`src/rtl/seq_div.sv`:
```
// -----------------------------------------------------------------------------
// seq_div : multi-cycle radix-2 restoring integer divider (execute stage)
//
// Purpose
//   Divides A by B and produces one quotient bit per clock. Signed division
//   truncates toward zero, and the remainder takes the sign of the dividend.
//   A divide by zero returns Q=R=0 and raises div_zero. The controller stalls
//   on busy and collects the result on the single-cycle done pulse.
//
// Parameters
//   WIDTH     operand/result width in bits (>= 4)
//   CNT_W     iteration counter width, derived from WIDTH (leave at default)
//
// Ports
//   clk        in   rising-edge system clock
//   rst        in   asynchronous active-high reset (aborts any running op)
//   start      in   operation request, sampled only while idle
//   sign_flag  in   1 = two's complement divide, 0 = unsigned; sampled with start
//   A          in   dividend, sampled with start
//   B          in   divisor, sampled with start
//   busy       out  high from the start edge until the result edge
//   done       out  one-cycle pulse; Q/R/div_zero valid from this cycle on
//   Q          out  quotient, held until the next done
//   R          out  remainder, held until the next done
//   div_zero   out  1 if the last completed operation had B == 0
//
// Timing (start sampled at edge k)
//   B != 0 : WIDTH CALC edges, then one FIX edge -> done after edge k+WIDTH+1
//   B == 0 : straight to FIX                     -> done after edge k+1
// -----------------------------------------------------------------------------
module seq_div #(
    parameter int WIDTH = 32,
    parameter int CNT_W = $clog2(WIDTH + 1)
) (
    input  logic             clk,
    input  logic             rst,
    input  logic             start,
    input  logic             sign_flag,
    input  logic [WIDTH-1:0] A,
    input  logic [WIDTH-1:0] B,
    output logic             busy,
    output logic             done,
    output logic [WIDTH-1:0] Q,
    output logic [WIDTH-1:0] R,
    output logic             div_zero
);

    typedef enum logic [1:0] {
        ST_IDLE = 2'd0,
        ST_CALC = 2'd1,
        ST_FIX  = 2'd2
    } state_t;

    localparam logic [WIDTH-1:0] ONE_W   = {{(WIDTH-1){1'b0}}, 1'b1};
    localparam logic [WIDTH-1:0] ZERO_W  = {WIDTH{1'b0}};
    localparam logic [CNT_W-1:0] ONE_C   = {{(CNT_W-1){1'b0}}, 1'b1};
    localparam logic [CNT_W-1:0] ZERO_C  = {CNT_W{1'b0}};
    localparam logic [CNT_W-1:0] ITERS_C = CNT_W'(WIDTH);

    // Two's complement negation. The most negative value maps onto itself,
    // which read as unsigned is exactly 2^(WIDTH-1), so no magnitude is lost.
    function automatic logic [WIDTH-1:0] twos_neg(input logic [WIDTH-1:0] v);
        twos_neg = (~v) + ONE_W;
    endfunction

    // Magnitude of an operand: negate only when it is a negative signed value.
    function automatic logic [WIDTH-1:0] magnitude(input logic [WIDTH-1:0] v,
                                                   input logic             neg);
        if (neg) begin
            magnitude = twos_neg(v);
        end else begin
            magnitude = v;
        end
    endfunction

    // ---------------------------------------------------------------------
    // State and work registers
    // ---------------------------------------------------------------------
    state_t           r_state;
    logic [CNT_W-1:0] r_cnt;
    logic [WIDTH-1:0] r_rem;      // partial remainder
    logic [WIDTH-1:0] r_quo;      // dividend shifting out, quotient shifting in
    logic [WIDTH-1:0] r_divisor;  // |B|
    logic             r_signed;
    logic             r_sign_a;
    logic             r_sign_b;
    logic             r_zero_op;

    // ---------------------------------------------------------------------
    // Combinational datapath
    // ---------------------------------------------------------------------
    logic             w_a_neg;
    logic             w_b_neg;
    logic [WIDTH-1:0] w_a_mag;
    logic [WIDTH-1:0] w_b_mag;
    logic             w_b_zero;

    logic             w_carry;    // bit WIDTH of the shifted remainder
    logic [WIDTH-1:0] w_low;      // bits WIDTH-1:0 of the shifted remainder
    logic             w_borrow;
    logic [WIDTH-1:0] w_diff;
    logic             w_ge;
    logic [WIDTH-1:0] w_rem_next;
    logic [WIDTH-1:0] w_quo_next;

    logic [WIDTH-1:0] w_q_fix;
    logic [WIDTH-1:0] w_r_fix;

    // Operand sign detection and magnitude capture for the start edge.
    always_comb begin
        w_a_neg  = sign_flag & A[WIDTH-1];
        w_b_neg  = sign_flag & B[WIDTH-1];
        w_a_mag  = magnitude(A, w_a_neg);
        w_b_mag  = magnitude(B, w_b_neg);
        w_b_zero = (B == ZERO_W);
    end

    // One restoring step. The shifted remainder is WIDTH+1 bits wide,
    // {w_carry, w_low}. Because rem < |B| before the shift, a set w_carry
    // already means the shifted value exceeds |B|; otherwise the borrow of
    // w_low - |B| decides. In both accepting cases the true difference is
    // below |B| and therefore fits in w_diff.
    always_comb begin
        w_carry              = r_rem[WIDTH-1];
        w_low                = {r_rem[WIDTH-2:0], r_quo[WIDTH-1]};
        {w_borrow, w_diff}   = {1'b0, w_low} - {1'b0, r_divisor};
        w_ge                 = w_carry | ~w_borrow;
        w_quo_next           = {r_quo[WIDTH-2:0], w_ge};
        if (w_ge) begin
            w_rem_next = w_diff;
        end else begin
            w_rem_next = w_low;
        end
    end

    // Sign correction of the raw magnitude results for the FIX edge.
    always_comb begin
        if (r_signed & (r_sign_a ^ r_sign_b)) begin
            w_q_fix = twos_neg(r_quo);
        end else begin
            w_q_fix = r_quo;
        end
        if (r_signed & r_sign_a) begin
            w_r_fix = twos_neg(r_rem);
        end else begin
            w_r_fix = r_rem;
        end
    end

    // ---------------------------------------------------------------------
    // Control FSM with registered handshake and result outputs
    // ---------------------------------------------------------------------
    // Sequencer: IDLE accepts start, CALC iterates WIDTH times, FIX publishes.
    always_ff @(posedge clk or posedge rst) begin
        if (rst) begin
            r_state   <= ST_IDLE;
            r_cnt     <= ZERO_C;
            r_rem     <= ZERO_W;
            r_quo     <= ZERO_W;
            r_divisor <= ZERO_W;
            r_signed  <= 1'b0;
            r_sign_a  <= 1'b0;
            r_sign_b  <= 1'b0;
            r_zero_op <= 1'b0;
            busy      <= 1'b0;
            done      <= 1'b0;
            Q         <= ZERO_W;
            R         <= ZERO_W;
            div_zero  <= 1'b0;
        end else begin
            case (r_state)
                ST_IDLE: begin
                    done <= 1'b0;
                    if (start) begin
                        r_signed  <= sign_flag;
                        r_sign_a  <= w_a_neg;
                        r_sign_b  <= w_b_neg;
                        r_quo     <= w_a_mag;
                        r_rem     <= ZERO_W;
                        r_divisor <= w_b_mag;
                        r_cnt     <= ITERS_C;
                        busy      <= 1'b1;
                        if (w_b_zero) begin
                            r_zero_op <= 1'b1;
                            r_state   <= ST_FIX;
                        end else begin
                            r_zero_op <= 1'b0;
                            r_state   <= ST_CALC;
                        end
                    end else begin
                        busy    <= 1'b0;
                        r_state <= ST_IDLE;
                    end
                end

                ST_CALC: begin
                    done  <= 1'b0;
                    busy  <= 1'b1;
                    r_rem <= w_rem_next;
                    r_quo <= w_quo_next;
                    r_cnt <= r_cnt - ONE_C;
                    // Counter started at WIDTH, so the edge that takes it
                    // to zero is the WIDTH-th CALC edge.
                    if (r_cnt == ONE_C) begin
                        r_state <= ST_FIX;
                    end else begin
                        r_state <= ST_CALC;
                    end
                end

                ST_FIX: begin
                    if (r_zero_op) begin
                        Q        <= ZERO_W;
                        R        <= ZERO_W;
                        div_zero <= 1'b1;
                    end else begin
                        Q        <= w_q_fix;
                        R        <= w_r_fix;
                        div_zero <= 1'b0;
                    end
                    done    <= 1'b1;
                    busy    <= 1'b0;
                    r_state <= ST_IDLE;
                end

                default: begin
                    done    <= 1'b0;
                    busy    <= 1'b0;
                    r_state <= ST_IDLE;
                end
            endcase
        end
    end

endmodule

```
`config.mk`:
```
export PLATFORM = sky130hd
export DESIGN_NAME = seq_div
export DESIGN_NICKNAME = d
export VERILOG_FILES = /design/src/rtl/seq_div.sv
export SDC_FILE = /design/constraint.sdc
export NUM_CORES = 1
export LEC_CHECK = 0
export ABC_AREA = 1
export BUFFER_PORTS_ARGS = -buffer_cell sky130_fd_sc_hd__buf_2
export CAP_MARGIN = 20
export CORE_MARGIN = 5
export CORE_UTILIZATION = 50
export CTS_BUF_LIST = sky130_fd_sc_hd__clkbuf_2
export CTS_CLUSTER_DIAMETER = 50
export DETAILED_ROUTE_END_ITERATION = 6
export PLACE_DENSITY = 0.69
export SLEW_MARGIN = 20
export SYNTH_ARGS = -nofsm -noshare
export SYNTH_HDL_FRONTEND = slang
export SYNTH_SLANG_ARGS = --single-unit
```
`constraint.sdc`:
```
create_clock -name clk -period 7.7 [get_ports clk]
set_input_delay 0.77 -clock clk [delete_from_list [all_inputs] [get_ports clk]]
set_output_delay 0.77 -clock clk [all_outputs]
set_load 0.01 [all_outputs]
```
==> metrics <==
final number of hold-violating endpoints 0; TritonCTS clock tree built; total congestion overflow 0; Area growth syn-to-layout 8.919%; fin crit period 2.944 ns; NumNets Final 2297; initial antenna violation count 1; status finished, final reports clean; Max Slew Vio Count 0; DP Wirelength 32090 um; Total GRT Usage 27.60%; Peak VDD IR 0.1885 mV; ratio of cells with drive above 1 in the final layout 10.08%; Lkg Pwr 7.931 nW; endpoint class of the critical path register; max_cap viols 0; fillers 2703; post-synth design cell area 13200 sq um; Hold Crit Class primary input to async pin; syn_nets 2192; final wirelength 41110 um; register area share after synthesis 33.17%; Req. time, crit path 8.41 ns; syn_area_per_cell 6.332 sq um; post-route ant nets 0; DR vias 13650; hold_ws 0.02971 ns; largest cells by area after synthesis dfrtp_1 (33%), nand2_1 (20%), inv_1 (8.6%); clock latency on the worst-skew pair 0.78 ns; # hold bufs at CTS 0; unrepaired setup endpoints after global routing no; Max FO, Critical Path 26; Commonest cells post-synth nand2_1 (710), inv_1 (302), nand3_1 (200), nor2_1 (186), dfrtp_1 (175); Cell Pwr Density 457.0 nW/um^2; crit path kind register to register; FF-to-FF setup slack 4.76 ns; Max Clock Freq 339.7 MHz; number of global-route vias before repair 12330; clk root buf clkbuf_2; Worst EP arrival 3.65 ns; Post-CTS Setup Inserts 0; fin cells 2539; Max-slew headroom 40.05%; Post-synth EDFFs 0; # rows 59; Via density 5.376; Netlist cell types 46; clock sink total 175; Starting Density 50.66%; post-CTS resize count 0; Logic pwr share 64.8%; Die Wd 172.5 um; global-route wire length before repair 65450 um; CP startpoint kind register; DIE AREA 29750 sq um; Seq pwr share 27.4%; fraction of registers with async set or reset after synthesis 100.0%; placer congestion estimate 0.9681; placed cells 2505; TritonCTS buffer count 17; Detailed Routing Iterations Pass 1 7; Die Height 172.5 um; Worst Clk Skew 0.05532 ns; total core area 26060 sq um; Synth Instances 2085; Reg clk slew, reported paths 0.31 ns; Yosys warning total 0; Final period util 38.23%; Storage cell area 4379 sq um; largest net degree at the start of global routing 74; Pint 0.002899 W; post-synth top area share 33.17%; Slew @ Worst Pin 0.8983 ns; initial drt markers 1162; register bit total from synthesis 175; I/O pins 135; H-tree depth 4; cell taking the most area after synthesis dfrtp_1; switch share 55.89%; clock power share 7.8%; Multi-input gate area 7386 sq um; Psw 0.003672 W; DRC Markers 0; top-count cell post-synth nand2_1; top_reg_cell synth dfrtp_1; # setup viols final 0; Routed WL per cell 16.19 um; # port buffers 134; setup TNS 0 ns; Longest Clk Path Bufs 2; final design utilization 55.18%
[per-layer routing]
| metal | wire (um) | up-vias | global-route usage [%] |
|---|---|---|---|
| met5 | 0 | - | 0 |
| met1 | 20280 | 6257 | 43.36 |
| met4 | 761 | 0 | 6.323 |
| met2 | 16670 | 515 | 39.37 |
| li1 | - | 6824 | - |
| met3 | 3394 | 54 | 4.733 |
[final cells by class]
| class | count | area share, % |
|---|---|---|
| antenna | 1 | 0.01740 |
| clock buffer | 17 | 0.5917 |
| clock inverter | 15 | 1.070 |
| inverter | 319 | 8.362 |
| multi-input combinational | 1535 | 51.37 |
| sequential | 175 | 30.46 |
| tap | 335 | 2.915 |
| timing repair buffer | 142 | 5.221 |
[worst paths after layout]
| kind | from | end | cells past startpoint |
|---|---|---|---|
| max | r_sign_b$_DFFE_PP0P_ | Q[31]$_DFFE_PP0P_ | 9 |
| min | rst | Q[2]$_DFFE_PP0P_ | 2 |
| max reg2reg | r_sign_b$_DFFE_PP0P_ | Q[31]$_DFFE_PP0P_ | 9 |
| min reg2reg | R[10]$_DFFE_PP0P_ | R[10]$_DFFE_PP0P_ | 2 |
| max in group asynchronous | rst | r_divisor[4]$_DFFE_PP0P_ | 3 |
| min in group clk | sign_flag | r_signed$_DFFE_PP0P_ | 3 |
[power by group through the flow]
stage          logic (W)  clock network [W]  registers (W)
2_1_floorplan    0.00316                  0        0.00167
3_3_place_gp     0.00415                  0        0.00177
3_5_place_dp     0.00419                  0        0.00180
4_1_cts          0.00421           0.000521        0.00177
5_1_grt          0.00482           0.000563        0.00184
6_report         0.00426           0.000513        0.00180
[per-stage QoR]
step / power (W) / setup slack, ns / cell area (sq um)
after global placement: 0.005921 / 4.788 / 14110
after CTS: 0.006500 / 4.805 / 14350
after floorplan: 0.004831 / 2.185 / 13200
after global routing: 0.007224 / 4.497 / 14380
after detailed placement: 0.005983 / 4.774 / 14110
final: 0.006571 / 4.756 / 14380
[cell families after synthesis]
kind of cell | count (synthesis) | synth area share (%)
xor+xnor | 45 | 2.986
compound gates | 247 | 10.57
flops | 175 | 33.17
mux | 2 | 0.1517
simple gates | 1202 | 38.45
buf+inv | 375 | 10.92
fa+ha+maj | 39 | 3.753
[worst max-delay path, stage by stage (launching register included)]
cell	delay (ns)
dfrtp_1	0.47
nor2_1	0.11
nor2_1	0.06
nand2_1	0.55
clkinv_1	0.81
nand2_1	0.50
nand3_1	0.12
nand2_1	0.07
nand3_1	0.08
nand2_1	0.11
[registers in the layout (all words and copies together), names as in the netlist]
name and count:
div_zero 1, r_sign_a 1, r_cnt 6, r_signed 1, r_state 2, r_quo 32
done 1, r_divisor 32, R 32, r_sign_b 1, busy 1, r_rem 32
Q 32, r_zero_op 1
[placed cells by master, fill, tap and decap left out, types with 6 or more instances in the layout]
master and n:
nor3_1 19, nand3_1 200, ha_1 38, o21ai_1 19, clkinv_1 7, clkbuf_2 17
dfrtp_1 175, xor2_1 34, a21oi_1 50, inv_1 301, nand3b_1 8, o31ai_1 6
buf_4 7, nand2_2 15, a22oi_1 25, o21ai_0 119, buf_2 134, xnor2_1 11
nor2_1 186, inv_2 12, nand2_1 710, nand4_1 38
Note: power is estimated with default switching activity, not from simulation.
